## src/rtl/fir_out_decim.sv

```systemverilog
`default_nettype none
// ============================================================================
// Module   : fir_out_decim
// Function : FIR output shaper. Keeps every DECIM-th accepted sample, rounds
//            it down by SHIFT bits, saturates it to OUT_WIDTH bits and queues
//            it in a small FIFO with a valid/ready consumer interface.
// Revision : 1.0 - initial release
// ============================================================================
module fir_out_decim #(
  parameter int IN_WIDTH  = 25,
  parameter int OUT_WIDTH = 12,
  parameter int SHIFT     = 7,
  parameter int DECIM     = 4,
  parameter int DEPTH     = 4
) (
  input  logic                        clk,
  input  logic                        clr,
  input  logic                        in_valid,
  input  logic signed [IN_WIDTH-1:0]  in_data,
  output logic                        out_valid,
  input  logic                        out_ready,
  output logic signed [OUT_WIDTH-1:0] out_data,
  output logic                        sat_pulse,
  output logic                        drop_sticky,
  output logic [$clog2(DEPTH):0]      fifo_count
);

  localparam int PH_W  = (DECIM > 1) ? $clog2(DECIM) : 1;
  localparam int PTR_W = (DEPTH > 1) ? $clog2(DEPTH) : 1;
  localparam int CNT_W = $clog2(DEPTH) + 1;

  localparam logic [PH_W-1:0]  PH_LAST  = PH_W'(DECIM - 1);
  localparam logic [PTR_W-1:0] PTR_LAST = PTR_W'(DEPTH - 1);
  localparam logic [CNT_W-1:0] CNT_FULL = CNT_W'(DEPTH);

  // Half an LSB of the shifted result; collapses to zero when SHIFT is 0.
  localparam logic signed [IN_WIDTH:0] RND =
    ({{IN_WIDTH{1'b0}}, 1'b1} << SHIFT) >> 1;

  // Saturation limits expressed at the stage-1 width for a direct compare.
  localparam logic signed [IN_WIDTH:0] SAT_MAX =
    {{(IN_WIDTH + 2 - OUT_WIDTH){1'b0}}, {(OUT_WIDTH - 1){1'b1}}};
  localparam logic signed [IN_WIDTH:0] SAT_MIN =
    {{(IN_WIDTH + 2 - OUT_WIDTH){1'b1}}, {(OUT_WIDTH - 1){1'b0}}};

  // Phase counter
  logic [PH_W-1:0] phase_q, phase_d;
  logic            keep;

  // Stage 1: rounded and shifted value, one bit wider than the input
  logic                      s1_valid_q, s1_valid_d;
  logic signed [IN_WIDTH:0]  s1_data_q, s1_data_d;
  logic signed [IN_WIDTH:0]  rnd_sum;

  // Stage 2: saturated value and clip flag
  logic                        s2_valid_q, s2_valid_d;
  logic signed [OUT_WIDTH-1:0] s2_data_q, s2_data_d;
  logic                        sat_q, sat_d;

  // FIFO state
  logic signed [OUT_WIDTH-1:0] mem_q [DEPTH];
  logic [PTR_W-1:0]            wr_ptr_q, wr_ptr_d;
  logic [PTR_W-1:0]            rd_ptr_q, rd_ptr_d;
  logic [CNT_W-1:0]            count_q, count_d;
  logic                        drop_q, drop_d;
  logic                        fifo_full;
  logic                        push;
  logic                        pop;

  // Decimation phase: only the sample accepted at phase 0 is kept.
  always_comb begin
    keep    = in_valid && (phase_q == '0);
    phase_d = phase_q;
    if (in_valid) begin
      phase_d = (phase_q == PH_LAST) ? '0 : phase_q + 1'b1;
    end
  end

  // Round-half-up then arithmetic shift; the extra bit prevents wrap.
  always_comb begin
    rnd_sum    = $signed({in_data[IN_WIDTH-1], in_data}) + RND;
    s1_data_d  = rnd_sum >>> SHIFT;
    s1_valid_d = keep;
  end

  // Clip the stage-1 value into the signed output range.
  always_comb begin
    s2_valid_d = s1_valid_q;
    sat_d      = 1'b0;
    s2_data_d  = s1_data_q[OUT_WIDTH-1:0];
    if (s1_data_q > SAT_MAX) begin
      s2_data_d = SAT_MAX[OUT_WIDTH-1:0];
      sat_d     = s1_valid_q;
    end else if (s1_data_q < SAT_MIN) begin
      s2_data_d = SAT_MIN[OUT_WIDTH-1:0];
      sat_d     = s1_valid_q;
    end
  end

  // FIFO control: a write into a full FIFO succeeds only alongside a pop.
  always_comb begin
    fifo_full = (count_q == CNT_FULL);
    pop       = (count_q != '0) && out_ready;
    push      = s2_valid_q && (!fifo_full || pop);
    drop_d    = drop_q || (s2_valid_q && fifo_full && !pop);
    wr_ptr_d  = wr_ptr_q;
    rd_ptr_d  = rd_ptr_q;
    count_d   = count_q;
    if (push) begin
      wr_ptr_d = (wr_ptr_q == PTR_LAST) ? '0 : wr_ptr_q + 1'b1;
    end
    if (pop) begin
      rd_ptr_d = (rd_ptr_q == PTR_LAST) ? '0 : rd_ptr_q + 1'b1;
    end
    case ({push, pop})
      2'b10:   count_d = count_q + 1'b1;
      2'b01:   count_d = count_q - 1'b1;
      default: count_d = count_q;
    endcase
  end

  // State registers; clr wipes every in-flight and stored sample at once.
  always_ff @(posedge clk or posedge clr) begin
    if (clr) begin
      phase_q    <= '0;
      s1_valid_q <= 1'b0;
      s1_data_q  <= '0;
      s2_valid_q <= 1'b0;
      s2_data_q  <= '0;
      sat_q      <= 1'b0;
      wr_ptr_q   <= '0;
      rd_ptr_q   <= '0;
      count_q    <= '0;
      drop_q     <= 1'b0;
    end else begin
      phase_q    <= phase_d;
      s1_valid_q <= s1_valid_d;
      s1_data_q  <= s1_data_d;
      s2_valid_q <= s2_valid_d;
      s2_data_q  <= s2_data_d;
      sat_q      <= sat_d;
      wr_ptr_q   <= wr_ptr_d;
      rd_ptr_q   <= rd_ptr_d;
      count_q    <= count_d;
      drop_q     <= drop_d;
    end
  end

  // FIFO storage; contents are only observable through count-qualified reads.
  always_ff @(posedge clk) begin
    if (push) begin
      mem_q[wr_ptr_q] <= s2_data_q;
    end
  end

  // Output view: head data is forced to zero whenever the FIFO is empty.
  always_comb begin
    out_valid   = (count_q != '0);
    out_data    = out_valid ? mem_q[rd_ptr_q] : '0;
    sat_pulse   = sat_q;
    drop_sticky = drop_q;
    fifo_count  = count_q;
  end

endmodule
`default_nettype wire
```

## config.mk

```make
export PLATFORM = sky130hd
export DESIGN_NAME = fir_out_decim
export DESIGN_NICKNAME = d
export VERILOG_FILES = /design/src/rtl/fir_out_decim.sv
export SDC_FILE = /design/constraint.sdc
export NUM_CORES = 1
export LEC_CHECK = 0
export CAP_MARGIN = 20
export CORE_MARGIN = 1
export CORE_UTILIZATION = 50
export CTS_BUF_LIST = sky130_fd_sc_hd__clkbuf_4
export DETAILED_ROUTE_END_ITERATION = 10
export PLACE_DENSITY = 0.81
export SLEW_MARGIN = 40
export SYNTH_ARGS = -nofsm -noshare
export SYNTH_HDL_FRONTEND = slang
export SYNTH_SLANG_ARGS = --single-unit
```

## constraint.sdc

```tcl
create_clock -name clk -period 2.7 [get_ports clk]
set_input_delay 0.54 -clock clk [delete_from_list [all_inputs] [get_ports clk]]
set_output_delay 0.54 -clock clk [all_outputs]
set_load 0.02 [all_outputs]
```

# Word-level counts from Yosys, hierarchy flattened
# Memory sizes are Yosys's and may differ from the RTL's.
# Cells that the tools add are included.
[word_totals] wordCells=48 regBits=44 input_bits=29 mem_count=1 mem_bits_rw=48 output_inout_bits=18
[mem_list] name="mem_q" words=4 width=12 rd=1 rd_ports_with_merged_regs=0 wr=1 line_no="61" source="logic signed [OUT_WIDTH-1:0] mem_q [DEPTH];"
[op_classes] n_addsub=6 n_lt_le_gt_ge=2 reduce_logical=12 n_eq_ne=6 muxes=11
[op_table] cell="12-bit 2-to-1 mux" count=3
[op_table] cell="25-bit by 8-bit adder with 26-bit output (second input constant)" count=1
[op_table] cell="19-bit by 12-bit > comparator with 1-bit output (second input constant)" count=1
[op_table] cell="19-bit by 12-bit less-than comparator with 1-bit output (second input constant)" count=1
[op_table] cell="2-bit equality test (second input constant)" count=4
[op_table] cell="2-bit by 1-bit adder with 2-bit output (second input constant)" count=3
[op_table] cell="2-bit 2-to-1 mux" count=3
[op_table] cell="3-bit one-hot mux with 2 select lines" count=1
[op_table] cell="1-bit logical AND" count=5
[op_table] cell="1-bit 2-to-1 mux" count=4
[op_table] cell="3-bit by 1-bit adder with 3-bit output (second input constant)" count=1
[op_table] cell="3-bit equality test (second input constant)" count=1
[op_table] cell="3-bit nonzero test" count=1
[op_table] cell="3-bit by 1-bit subtractor with 3-bit output (second input constant)" count=1
[op_table] cell="2-bit by 1-bit equality test with 1-bit output (second input constant)" count=1
[op_table] cell="1-bit logical NOT" count=2
[op_table] cell="2-bit logical NOT" count=1
[op_table] cell="1-bit logical OR" count=2
[op_table] cell="2-bit nonzero test" count=1

# Logic depth before layout (Yosys ltp)
[logic_depth] ltp_word=6 ltp_mapped=8 mapped_depth_nobuf=7

# Least setup slack after synthesis
# Ideal clock, no wire load.
[synth_path] path_kind="register -> register" start="register count_q[2], in the netlist fifo_count[2]" end="register count_q[1], in the netlist fifo_count[1]" arrival_ns=2.015 synth_period_minus_slack_ns=2.094 stages_incl_launch_ff=9 setup_time_ns=0.079 n_path_buf=1 slack_ns=0.606 required_time_ns=2.621 path_cell_list="dfrtp_1 buf_2 or3_1 nand2_1 or2_2 fa_1 a211oi_1 o21ai_0 a2bb2oi_1"
[synth_via] elab_chain_len=6 elab_cells_between_ends=10 cone_classes="3 x eq/ne; 1 x mux; 6 x reduce/logical"
[synth_lines] item="from (decl)" line_no="64" source="logic [CNT_W-1:0] count_q, count_d;"
[synth_lines] item="from (signal assigned)" line_no="144" source="count_q <= count_d;"
[synth_lines] item="3-bit equality test / 3-bit nonzero test (equally long branches)" line_no="102, 103"
[synth_lines] item="1-bit logical NOT / 1-bit logical AND (equally long branches)" line_no="104, 103"
[synth_lines] item="1-bit logical OR" line_no="104" source="push = s2_valid_q && (!fifo_full || pop);"
[synth_lines] item="1-bit logical AND" line_no="104"
[synth_lines] item="2-bit by 1-bit equality test with 1-bit output / 2-bit equality test (equally long branches)" line_no="115" source="case ({push, pop})"
[synth_lines] item="3-bit one-hot mux with 2 select lines / 2-bit nonzero test (equally long branches)"
# Parallel ways exist; a longest one is shown, timed or not.
# A chain may end at the register's enable or synchronous reset.

# Worst setup path after layout
[layout_path] start="register rd_ptr_q[0]" end="output port out_data[2]"
[layout_via] elab_chain_len=2
[layout_lines] item="from (decl)" line_no="63" source="logic [PTR_W-1:0] rd_ptr_q, rd_ptr_d;"
[layout_lines] item="from (signal assigned)" line_no="143" source="rd_ptr_q <= rd_ptr_d;"
[layout_lines] item="memory 4 x 12 bit"
[layout_lines] item="12-bit 2-to-1 mux" line_no="159" source="out_data = out_valid ? mem_q[rd_ptr_q] : '0;"
[layout_lines] item="to (decl)" line_no="22" source="output logic signed [OUT_WIDTH-1:0] out_data,"
# No other way between the ends.

==> flow_summary.yaml <==
worst_setup_path:
  path_cells: "buf_12, mux4_1, and2_1, dlygate4sd2_1"
  rr_endpoint: "fifo_count[1]$_DFFE_PP0P_"
  cp.required_ns: 2.16
  reg2regPathDepth: 7
  critPathCaptureType: "output pin"
  path_delay_family: "multiplexers"
  reg2reg_setup_slack_ns: 0.44
  timing.rr.start: "fifo_count[1]$_DFFE_PP0P_"
  critPathArrivalTime_ns: 2.02
  crit_path_top_delay_cell: "mux4_1"
  critPathMaxStageDelay_ns: 0.57
  critPathBufInv: 2
  crit_fanout: 15
  cp-start-kind: "register"
  critPathKind: "register to output pin"
sta:
  max-slew-margin-rel_pct: 55.8
  min_period_ns: 2.56
  period_share_pct: 94.9
  timing.fmax_mhz: 390
  setup_violations: 0
  report.final.slew_viol_count: 0
  rsz0062_at_grt: "no"
  finalHoldViolCount: 0
  worst_pin_slew_ns: 0.660
  fin_skew_ns: 0.0150
  setup_tns_ns: 0
placement:
  postPlaceCellArea_mm2: 0.00438
  dp.cells: 407
  port_buffers: 40
  gp_congestion: 0.711
  hpwl_mm: 3.88
global_route:
  grt_pass1_wl_mm: 9.54
  grt_start_max_net_pins: 45
  antenna_found_initial: 0
  grt_remaining_overflow: 0
  track_usage_pct: 15.2
  grt_pass1_vias: 2137
drt:
  drt-total-wl_mm: 5.58
  viasPerCell: 5.03
  drtIter0Drc: 123
  drtAntennaViolNets: 0
  wl_per_cell_um: 13.2
  dr_total_vias: 2127
  drc_errors: 0
  drtPass1Iterations: 4
final_layout:
  stdcell_area_mm2: 0.00452
  final_nets: 357
  fin_cells: 423
  final_layout_size_suffix_gt1_share_pct: 11.1
  n_antenna_cell: 0
  syn_to_final_growth_pct: 16.3
clock_tree:
  clk_latency_ns: 0.41
  cts_tree: "done"
  cts_hold_buf: 0
  clockRootBuffer: "clkbuf_4"
  cts_buffer_depth: 2
  htreeDepth: 3
  clk_pin_slew_worst_paths_ns: 0.13
  cts_buffers: 9
  clock-sinks: 92
logic_synthesis:
  synth_top_area_share_pct: 37.0
  synth_seq_cells: 92
  syn_inst: 276
  ys_top_cells_by_area: "edfxtp_1, dfrtp_1, mux4_2"
  synth_most_common_cell: "edfxtp_1"
  yosys_warnings: 0
  synth_commonest_cells: "edfxtp_1, dfrtp_1, nand2_1"
  synth_area_mm2: 0.00389
  syn_nets: 314
  yosysTopAreaCell: "edfxtp_1"
  avgSynthCellArea_um2: 14.1
  synthFlopType: "edfxtp_1"
  async_flop_share_pct: 47.8
  yosysUniqueCellTypes: 41
  synth-edff-count: 48
  yosysSeqAreaShare_pct: 65.3
floorplan:
  die_area_mm2: 0.00814
  io_pins: 47
  fp.dieW_um: 90.2
  core_mm2: 0.00737
  start_util_pct: 52.8
  placementRows: 31
  dieHeight_um: 90.2
worst_hold_path:
  hold_path_depth: 0
  hold_class: "register to register"
  min_to: "s2_valid_q$_DFF_PP0_"
  hold_start: "s1_valid_q$_DFF_PP0_"
flow_run:
  drv_cap: 0
power:
  leakagePower_nw: 1.75
  peakVddDrop_mv: 0.284
  power.density_mw_per_mm2: 877
status:
  status: "finished clean"
[worst register-to-register path, delay by kind of cell, from the launching register on]
kind	cells	cell delay, ns
simple gates	3	0.79
compound gates	3	0.51
flops	1	0.48
fa+ha+maj	1	0.43
[per-layer routing]
layer / routed length, um / share of wire, % / GRT usage, %
met5: 0 / 0 / 0
met4: 107 / 1.9 / 8.33
met3: 225 / 4.0 / 3.13
met2: 2840 / 51 / 26.1
met1: 2410 / 43 / 17.9
[layout by cell type, fill, tap and decap left out, drive strengths merged, types with 2 or more instances in the layout]
cell,count
and2,18
clkinv,4
o21ai,7
dfrtp,44
ha,8
and4,2
nor3,5
and3,2
buf,3
edfxtp,48
xor2,8
nand3,8
a21oi,13
clkdlybuf4s50,28
bufinv,2
inv,10
nor2,19
clkbuf,10
nand2,28
nor4,2
mux4,12
dlygate4sd2,12
a21boi,2
a211oi,2
nand4,4
xnor2,11
[cells by family (layout without fill, tap and decap cells)]
kind of cell	after synthesis	count (layout)	synth area share, %
flops	92	92	65.3
xor+xnor	19	19	4.28
compound gates	31	31	4.86
fa+ha+maj	9	9	3.09
mux	13	13	7.62
buf+inv	21	69	2.80
simple gates	91	91	12.0
[through the flow]
stage	util, %	power, W	setup WS [ns]	hold slack (ns)
6_report	61.4	0.00397	0.137	0.397
3_5_place_dp	59.4	0.00332	0.0650	0.380
4_1_cts	61.4	0.00400	0.107	0.408
2_1_floorplan	-	0.00278	0.606	0.354
5_1_grt	61.4	0.00421	0.0327	0.429
3_3_place_gp	59.4	0.00325	0.158	0.383
[worst max-delay path by stage]
stage                              start  cells past startpoint                        end  slack [ns]
3_5_place_dp                   out_ready                      7  fifo_count[1]$_DFFE_PP0P_        0.06
5_1_grt          rd_ptr_q[0]$_DFFE_PP0N_                      4                out_data[1]        0.03
6_report         rd_ptr_q[0]$_DFFE_PP0N_                      4                out_data[2]        0.14
3_3_place_gp                   out_ready                      7  fifo_count[1]$_DFFE_PP0P_        0.16
2_1_floorplan  fifo_count[2]$_DFFE_PP0P_                      8  fifo_count[1]$_DFFE_PP0P_        0.61
4_1_cts          rd_ptr_q[0]$_DFFE_PP0N_                      4                out_data[2]        0.11
[sequential cells by signal, summed over array words and instances (netlist names)]
signal and cells:
fifo_count 3, mem_q 48, wr_ptr_q 2, sat_pulse 1
rd_ptr_q 2, s2_valid_q 1, drop_sticky 1, s2_data_q 12
phase_q 2, s1_data_q 19, s1_valid_q 1
[area by class of cell]
type	count	area, um^2
inverter	10	37.5
clock inverter	6	78.8
fill	565	2850
clock buffer	10	75.1
multi-input combinational	163	1240
sequential	92	2540
timing repair buffer	43	420
tap	99	124
[power by group]
group | leakage (nW) | switching [W] | total [W] | internal (W)
logic | 0.704 | 0.000674 | 0.00134 | 0.000667
clock network | 0.0876 | 0.000405 | 0.000784 | 0.000379
registers | 0.956 | 0.000163 | 0.00184 | 0.00168
total | 1.75 | 0.00124 | 0.00397 | 0.00273
[repair_timing]
action | in CTS | in global routing
setup buffers | 0 | 0
hold endpoints to repair | 0 | 0
resized for setup | 14 | 0
setup endpoints to repair | 12 | 0
(Power assumes the default switching activity.)
